==> config.mk <==
export PLATFORM = sky130hd
export DESIGN_NAME = acc_cpu_core
export DESIGN_NICKNAME = d
export VERILOG_FILES = /design/src/rtl/acc_cpu_core.sv
export SDC_FILE = /design/constraint.sdc
export NUM_CORES = 1
export LEC_CHECK = 0
export CORE_UTILIZATION = 40
export CTS_BUF_LIST = sky130_fd_sc_hd__clkbuf_4
export DETAILED_ROUTE_END_ITERATION = 10
export PLACE_DENSITY_LB_ADDON = 0.1
export SLEW_MARGIN = 40
export SYNTH_ARGS = -nofsm -noshare
export SYNTH_HDL_FRONTEND = slang
export SYNTH_SLANG_ARGS = --single-unit
==> constraint.sdc <==
create_clock -name CLK -period 4.15 [get_ports CLK]
set_input_delay 0.415 -clock CLK [delete_from_list [all_inputs] [get_ports CLK]]
set_output_delay 0.415 -clock CLK [all_outputs]
set_load 0.01 [all_outputs]
==> src/rtl/acc_cpu_core.sv <==
// Multicycle register-file CPU core with a valid/ready instruction port.
// Stages: IDLE -> DECODE -> EXEC -> [MEM] -> WB; one instruction in flight.
module acc_cpu_core #(
    parameter int DW        = 8,
    parameter int NREG      = 4,
    parameter int RAM_DEPTH = 16,
    localparam int RAW      = $clog2(NREG),
    localparam int MAW      = $clog2(RAM_DEPTH),
    localparam int IW       = 4 + 2 * RAW + DW,
    localparam int SW       = $clog2(DW)
) (
    input  logic           CLK,
    input  logic           RESET,
    input  logic [IW-1:0]  instr,
    input  logic           instr_valid,
    output logic           instr_ready,
    output logic [DW-1:0]  pc,
    output logic           zero,
    output logic           carry,
    output logic           busy,
    output logic           retire,
    input  logic [RAW-1:0] dbg_sel,
    output logic [DW-1:0]  dbg_data
);

    localparam logic [3:0] OP_LDI = 4'd0;
    localparam logic [3:0] OP_MOV = 4'd1;
    localparam logic [3:0] OP_ADD = 4'd2;
    localparam logic [3:0] OP_SUB = 4'd3;
    localparam logic [3:0] OP_AND = 4'd4;
    localparam logic [3:0] OP_OR  = 4'd5;
    localparam logic [3:0] OP_SRL = 4'd6;
    localparam logic [3:0] OP_ST  = 4'd7;
    localparam logic [3:0] OP_LD  = 4'd8;
    localparam logic [3:0] OP_JZ  = 4'd9;

    typedef enum logic [2:0] {
        S_IDLE,
        S_DECODE,
        S_EXEC,
        S_MEM,
        S_WB
    } state_t;

    state_t state, state_nx;

    logic [IW-1:0]  ir;
    logic [DW-1:0]  regs [NREG];
    logic [DW-1:0]  ram [RAM_DEPTH];
    logic [DW-1:0]  a_q, b_q, res_q, ram_q;
    logic           c_q;
    logic [DW-1:0]  res_c;
    logic           c_c;
    logic [DW-1:0]  wb_val;
    logic           wr_en;

    logic [3:0]     op;
    logic [RAW-1:0] rd, rs;
    logic [DW-1:0]  imm;
    logic [MAW-1:0] addr;

    assign op   = ir[IW-1 -: 4];
    assign rd   = ir[DW+2*RAW-1 -: RAW];
    assign rs   = ir[DW+RAW-1 -: RAW];
    assign imm  = ir[DW-1:0];
    assign addr = imm[MAW-1:0];

    assign instr_ready = (state == S_IDLE);
    assign busy        = (state != S_IDLE);
    assign dbg_data    = regs[dbg_sel];

    always_comb begin
        state_nx = state;
        unique case (state)
            S_IDLE:   if (instr_valid) state_nx = S_DECODE;
            S_DECODE: state_nx = S_EXEC;
            S_EXEC:   state_nx = (op == OP_LD) ? S_MEM : S_WB;
            S_MEM:    state_nx = S_WB;
            S_WB:     state_nx = S_IDLE;
            default:  state_nx = S_IDLE;
        endcase
    end

    always_comb begin
        res_c = '0;
        c_c   = 1'b0;
        unique case (op)
            OP_LDI:  res_c = imm;
            OP_MOV:  res_c = b_q;
            OP_ADD:  {c_c, res_c} = {1'b0, a_q} + {1'b0, b_q};
            OP_SUB:  begin
                res_c = a_q - b_q;
                c_c   = (a_q < b_q);
            end
            OP_AND:  res_c = a_q & b_q;
            OP_OR:   res_c = a_q | b_q;
            OP_SRL:  res_c = b_q >> imm[SW-1:0];
            default: res_c = '0;
        endcase
    end

    assign wb_val = (op == OP_LD) ? ram_q : res_q;
    assign wr_en  = (op <= OP_SRL) || (op == OP_LD);

    always_ff @(posedge CLK or posedge RESET) begin
        if (RESET) begin
            state  <= S_IDLE;
            ir     <= '0;
            a_q    <= '0;
            b_q    <= '0;
            res_q  <= '0;
            c_q    <= 1'b0;
            pc     <= '0;
            zero   <= 1'b0;
            carry  <= 1'b0;
            retire <= 1'b0;
            for (int i = 0; i < NREG; i++) regs[i] <= '0;
        end else begin
            state  <= state_nx;
            retire <= (state == S_WB);
            if (state == S_IDLE && instr_valid) ir <= instr;
            if (state == S_DECODE) begin
                a_q <= regs[rd];
                b_q <= regs[rs];
            end
            if (state == S_EXEC) begin
                res_q <= res_c;
                c_q   <= c_c;
            end
            // All architectural state commits here so an abort leaves none
            if (state == S_WB) begin
                if (wr_en) begin
                    regs[rd] <= wb_val;
                    zero     <= (wb_val == '0);
                end
                if (op == OP_ADD || op == OP_SUB) carry <= c_q;
                if (op == OP_JZ && zero) pc <= imm;
                else                     pc <= pc + DW'(1);
            end
        end
    end

    always_ff @(posedge CLK) begin
        if (state == S_WB && op == OP_ST && !RESET) ram[addr] <= a_q;
        if (state == S_MEM) ram_q <= ram[addr];
    end

endmodule

==> results.md <==
STA:
- The final-layout worst hold slack is approximately 0.19 ns.
- Derived from the worst setup path, the maximum achievable clock frequency is about 0.32 GHz.
- After layout, the minimum clock period comes to just over 3 ns.
- The slack of the critical path is about 1.1 ns.
- The max-slew violation count is 0.
- The post-route clock skew is about 0.063 ns.
- The total count of hold-check failures in the final report is 0.
- The share of the clock period used by the worst path is 0.742.
- Setup violations remaining at the end of the flow were counted as 0.
- The transition time at the pin with the least slew margin is 0.778 ns.
- Setup repair after global routing left no endpoint under its margin.
- The worst slew margin relative to its limit is 0.481.
- The summed negative setup slack over all endpoints is 0 ns.

Pwr:
- The design draws ~8.8 mW.
- For this design the total switching power over the nets is between 3 and 4 mW.
- For this design the ratio of total power to cell area is 712 mW/mm².
- The proportion of power drawn by the clock network is 0.212.
- Of the total power, the share spent switching nets is 0.382.
- The leakage power figure is ~4.5 nW.
- The worst-case IR drop observed on VDD is 0.000308 V.
- The internal portion of the total power is approximately 5.4 mW.
- The sequential share of power is 0.425.
- The portion of total power attributed to combinational logic is 0.363.

Global routing:
- The largest net degree at the start of global routing is 33.
- The overall routing resource usage is 0.211.
- The wire length of the first global-routing pass is approximately 44000 µm.
- The number of global-route vias before repair was 7366.
- The final global-route overflow total is 0.
- The initial antenna violation count is 1.

Route:
- The via count is approximately 7.0k.
- The highest layer used for signal routing is met4.
- The initial DRC count is ~530.
- In the detailed route, the total length drawn on met3 is between 1000 and 1500 µm.
- For this run, design rule violations remaining after detail routing come to 7.
- The detail-routed via count per cell is 5.71.
- In the final routing, the length of wire on met1 measures 11800 µm.
- Summed over all layers, the routed wires come to 28000 µm.
- After detailed routing, the average wire length per cell comes to around 23 µm.
- In this run the remaining antenna-violating nets after routing total 0.
- Summed over all nets, wire length on met2 after detailed routing comes to about 14000 µm.
- The number of iterations in the first detailed-routing pass is 8.

Synthesis:
- The number of synthesized register bits is 223.
- The average instance in the mapped netlist occupies roughly 14 µm².
- The biggest area consumer among synthesized cells is edfxtp_1.
- The share of Yosys cell area claimed by the top area cell type is 0.380.
- The cell area that synthesis handed to floorplanning was 0.0107 mm².
- After synthesis, the cell types taking the most area are edfxtp_1, dfrtp_1, mux4_2.
- Synthesis handed over a netlist of 775 instances.
- For this run, the register share of the synthesized area comes to 0.583.
- Synthesis produced a netlist with a net count of between 800 and 900.
- The number of enable-type register cells in the synthesized netlist is between 100 and 150.
- The synthesis warning total is 0.
- The share of flip-flops with an asynchronous set or reset after synthesis is 0.390.
- Among all flip-flop cells after synthesis, the most frequent one is edfxtp_1.
- Synthesis instantiated 67 different standard cells from the library.

CTS:
- The post-cts repair resize count is 0.
- The maximum buffer depth of the clock tree is 3.
- The post-CTS setup buffer count is 0.
- The clock-pin slew on the worst setup and hold paths is about 0.07 ns.
- The CTS sink count is between 200 and 250.
- The number of clock buffers added by TritonCTS is just under 60.
- The quantity of hold-fixing buffers added after cts is 0.
- For the worst-skew pair, the clock arrives at the later sink with an insertion delay of around 0.75 ns.
- The H-tree was split into 2 levels.
- The clock tree from TritonCTS is built.
- The tree is rooted in a clkbuf_4.

Worst setup path:
- Data on the critical path is required at its endpoint by between 4 and 5 ns.
- For the worst setup path, the data arrival time is 3.41 ns.
- The kind of critical path is reg2reg.
- The highest cell delay on the worst timing path is 0.61 ns.
- STA classifies the critical path startpoint as a flip-flop.
- The nature of the critical path endpoint is a flip-flop.
- The depth of the worst register-to-register path is 7.
- Of all nets on the critical path, the largest fanout is 14.
- The most repeated library cell on the critical path is nor2_1.
- The slowest stage of the critical path belongs to the cell nor2_1.
- The signal on the critical path passes through nor2_1, nand2_1, buf_4, inv_1, nand3_1, or4_1, nor2_1.

Finish:
- Registers take 0.00627 mm².
- In the final layout, the share of cells above drive strength 1 is 0.244.
- The post-route standard cell area excluding fillers is ~0.012 mm².
- From synthesis to final layout, the design area changed by 14.4%.
- For this run, the post-layout net count is about 900.
- The layout has roughly 2.3k filler cells.
- The number of cells in the finished layout apart from fillers is around 1.2k.
- The area occupied by multi-input gates is roughly 0.0042 mm².
- The core occupancy in the finished layout is 0.469.

Place:
- The sum of net half-perimeters after detailed placement is roughly 19000 µm.
- At the end of routability-driven placement, the weighted congestion stood at between 0.8 and 0.9.
- Counting tap cells, the placed design contains a total of 1122 instances.
- The pre-CTS worst setup slack is ~1.1 ns.
- In this run the cell area measured after placement is about 0.012 mm².
- In this run the tool buffered the top-level ports with 41 buffer cells.

Die:
- The region available for standard cell placement spans ~0.026 mm².
- The height of the chip is around 170 µm.
- The x dimension of the die is 166 µm.
- For this configuration, the core starts out at a cell density of 0.410.
- The count of standard-cell rows is slightly below 60.
- The floorplan die area is 0.0275 mm².
- The I/O pin total is 42.

Worst hold path:
- The class of the worst hold path is in2async.

Job:
- Across the run, the number of max-cap violations was 0.

Run status:
- The run finished, with violations left.
- The checks that failed: design-rule violations.
[per-layer routing]
layer  up-vias  track usage
met5         -            0
met4         0       0.0784
met3        59       0.0336
met2       195        0.361
met1      3579        0.272
li1       3155            -
[state kept, by name, summed over array words and instances (netlist names)]
register  cells
ram         128
retire        1
res_q         8
pc            8
ir           16
b_q           8
a_q           8
regs         32
carry         1
state         3
c_q           1
ram_q         8
zero          1
[layout make-up]
type,instances,share of cell area
inverter,28,0.00865
antenna,2,0.000407
clock buffer,86,0.0525
sequential,223,0.510
clock inverter,13,0.00591
multi-input combinational,478,0.343
timing repair buffer,59,0.0447
tap,335,0.0341
[critical path: cells and delay by family, from the launching register on]
family | cells | cell delay (ns)
flip-flops | 1 | 0.44
buffers and inverters | 2 | 0.59
AND/OR/NAND/NOR | 5 | 1.64
[power groups by stage]
| stage | Sequential, mW | Combinational [mW] | Clock [mW] |
|---|---|---|---|
| after floorplan | 3.20 | 2.51 | 0 |
| after global placement | 3.74 | 3.15 | 0 |
| after detailed placement | 3.77 | 3.19 | 0 |
| after CTS | 3.73 | 3.21 | 1.92 |
| after global routing | 3.83 | 3.45 | 2.04 |
| final | 3.72 | 3.18 | 1.85 |
[synth_stat cells (16+ instances only)]
master,number
a21oi_1,41
buf_2,19
clkbuf_1,20
dfrtp_1,87
edfxtp_1,136
ha_1,26
inv_1,28
mux2_2,16
mux2i_1,19
mux4_2,66
nand2_1,49
nor2_1,68
o21ai_0,40
[cell usage in the layout, fill, tap and decap left out, drive strengths merged, types with 3 or more instances in the layout]
master         synthesis  routed
edfxtp               136     136
dfrtp                 87      87
clkbuf                20      86
nor2                  68      68
mux4                  66      66
nand2                 49      49
a21oi                 41      41
clkdlybuf4s50          0      41
o21ai                 40      40
inv                   28      28
ha                    26      26
mux2i                 19      19
buf                   26      18
mux2                  16      16
nor3                  15      15
nand3                 14      14
clkinv                 0      12
nor2b                 10      10
nand2b                 7       7
a22o                   6       6
o22ai                  5       5
and3                   5       5
nor3b                  5       5
a221oi                 5       5
and2                   4       4
o21a                   4       4
o31a                   4       4
xnor2                  4       4
a31oi                  4       4
a211oi                 3       3
a2111oi                3       3
o211ai                 3       3
a32oi                  3       3
a21o                   3       3
nor4                   3       3
[final timing paths]
kind | from | end | slack, ns
worst max register to register | state[1] | ram[13][2] | 1.07
worst min register to register | res_q[2] | res_q[2] | 0.50
worst min-delay path | RESET | b_q[1] | 0.19
max in group asynchronous | RESET | ir[1] | 3.06
min in group CLK | instr[0] | ir[0] | 0.29
worst max-delay path | state[1] | ram[13][2] | 1.07
[kinds of logic (layout without fill, tap and decap cells)]
logic type / count (synthesis) / in the layout / synth area share
compound gates: 146 / 146 / 0.0878
xor+xnor: 5 / 5 / 0.00408
fa+ha+maj: 28 / 28 / 0.0340
buf+inv: 74 / 186 / 0.0288
flops: 223 / 223 / 0.583
mux: 101 / 101 / 0.173
other cells: 0 / 2 / 0
simple gates: 198 / 198 / 0.0899
Note: power is estimated with default switching activity, not from simulation.
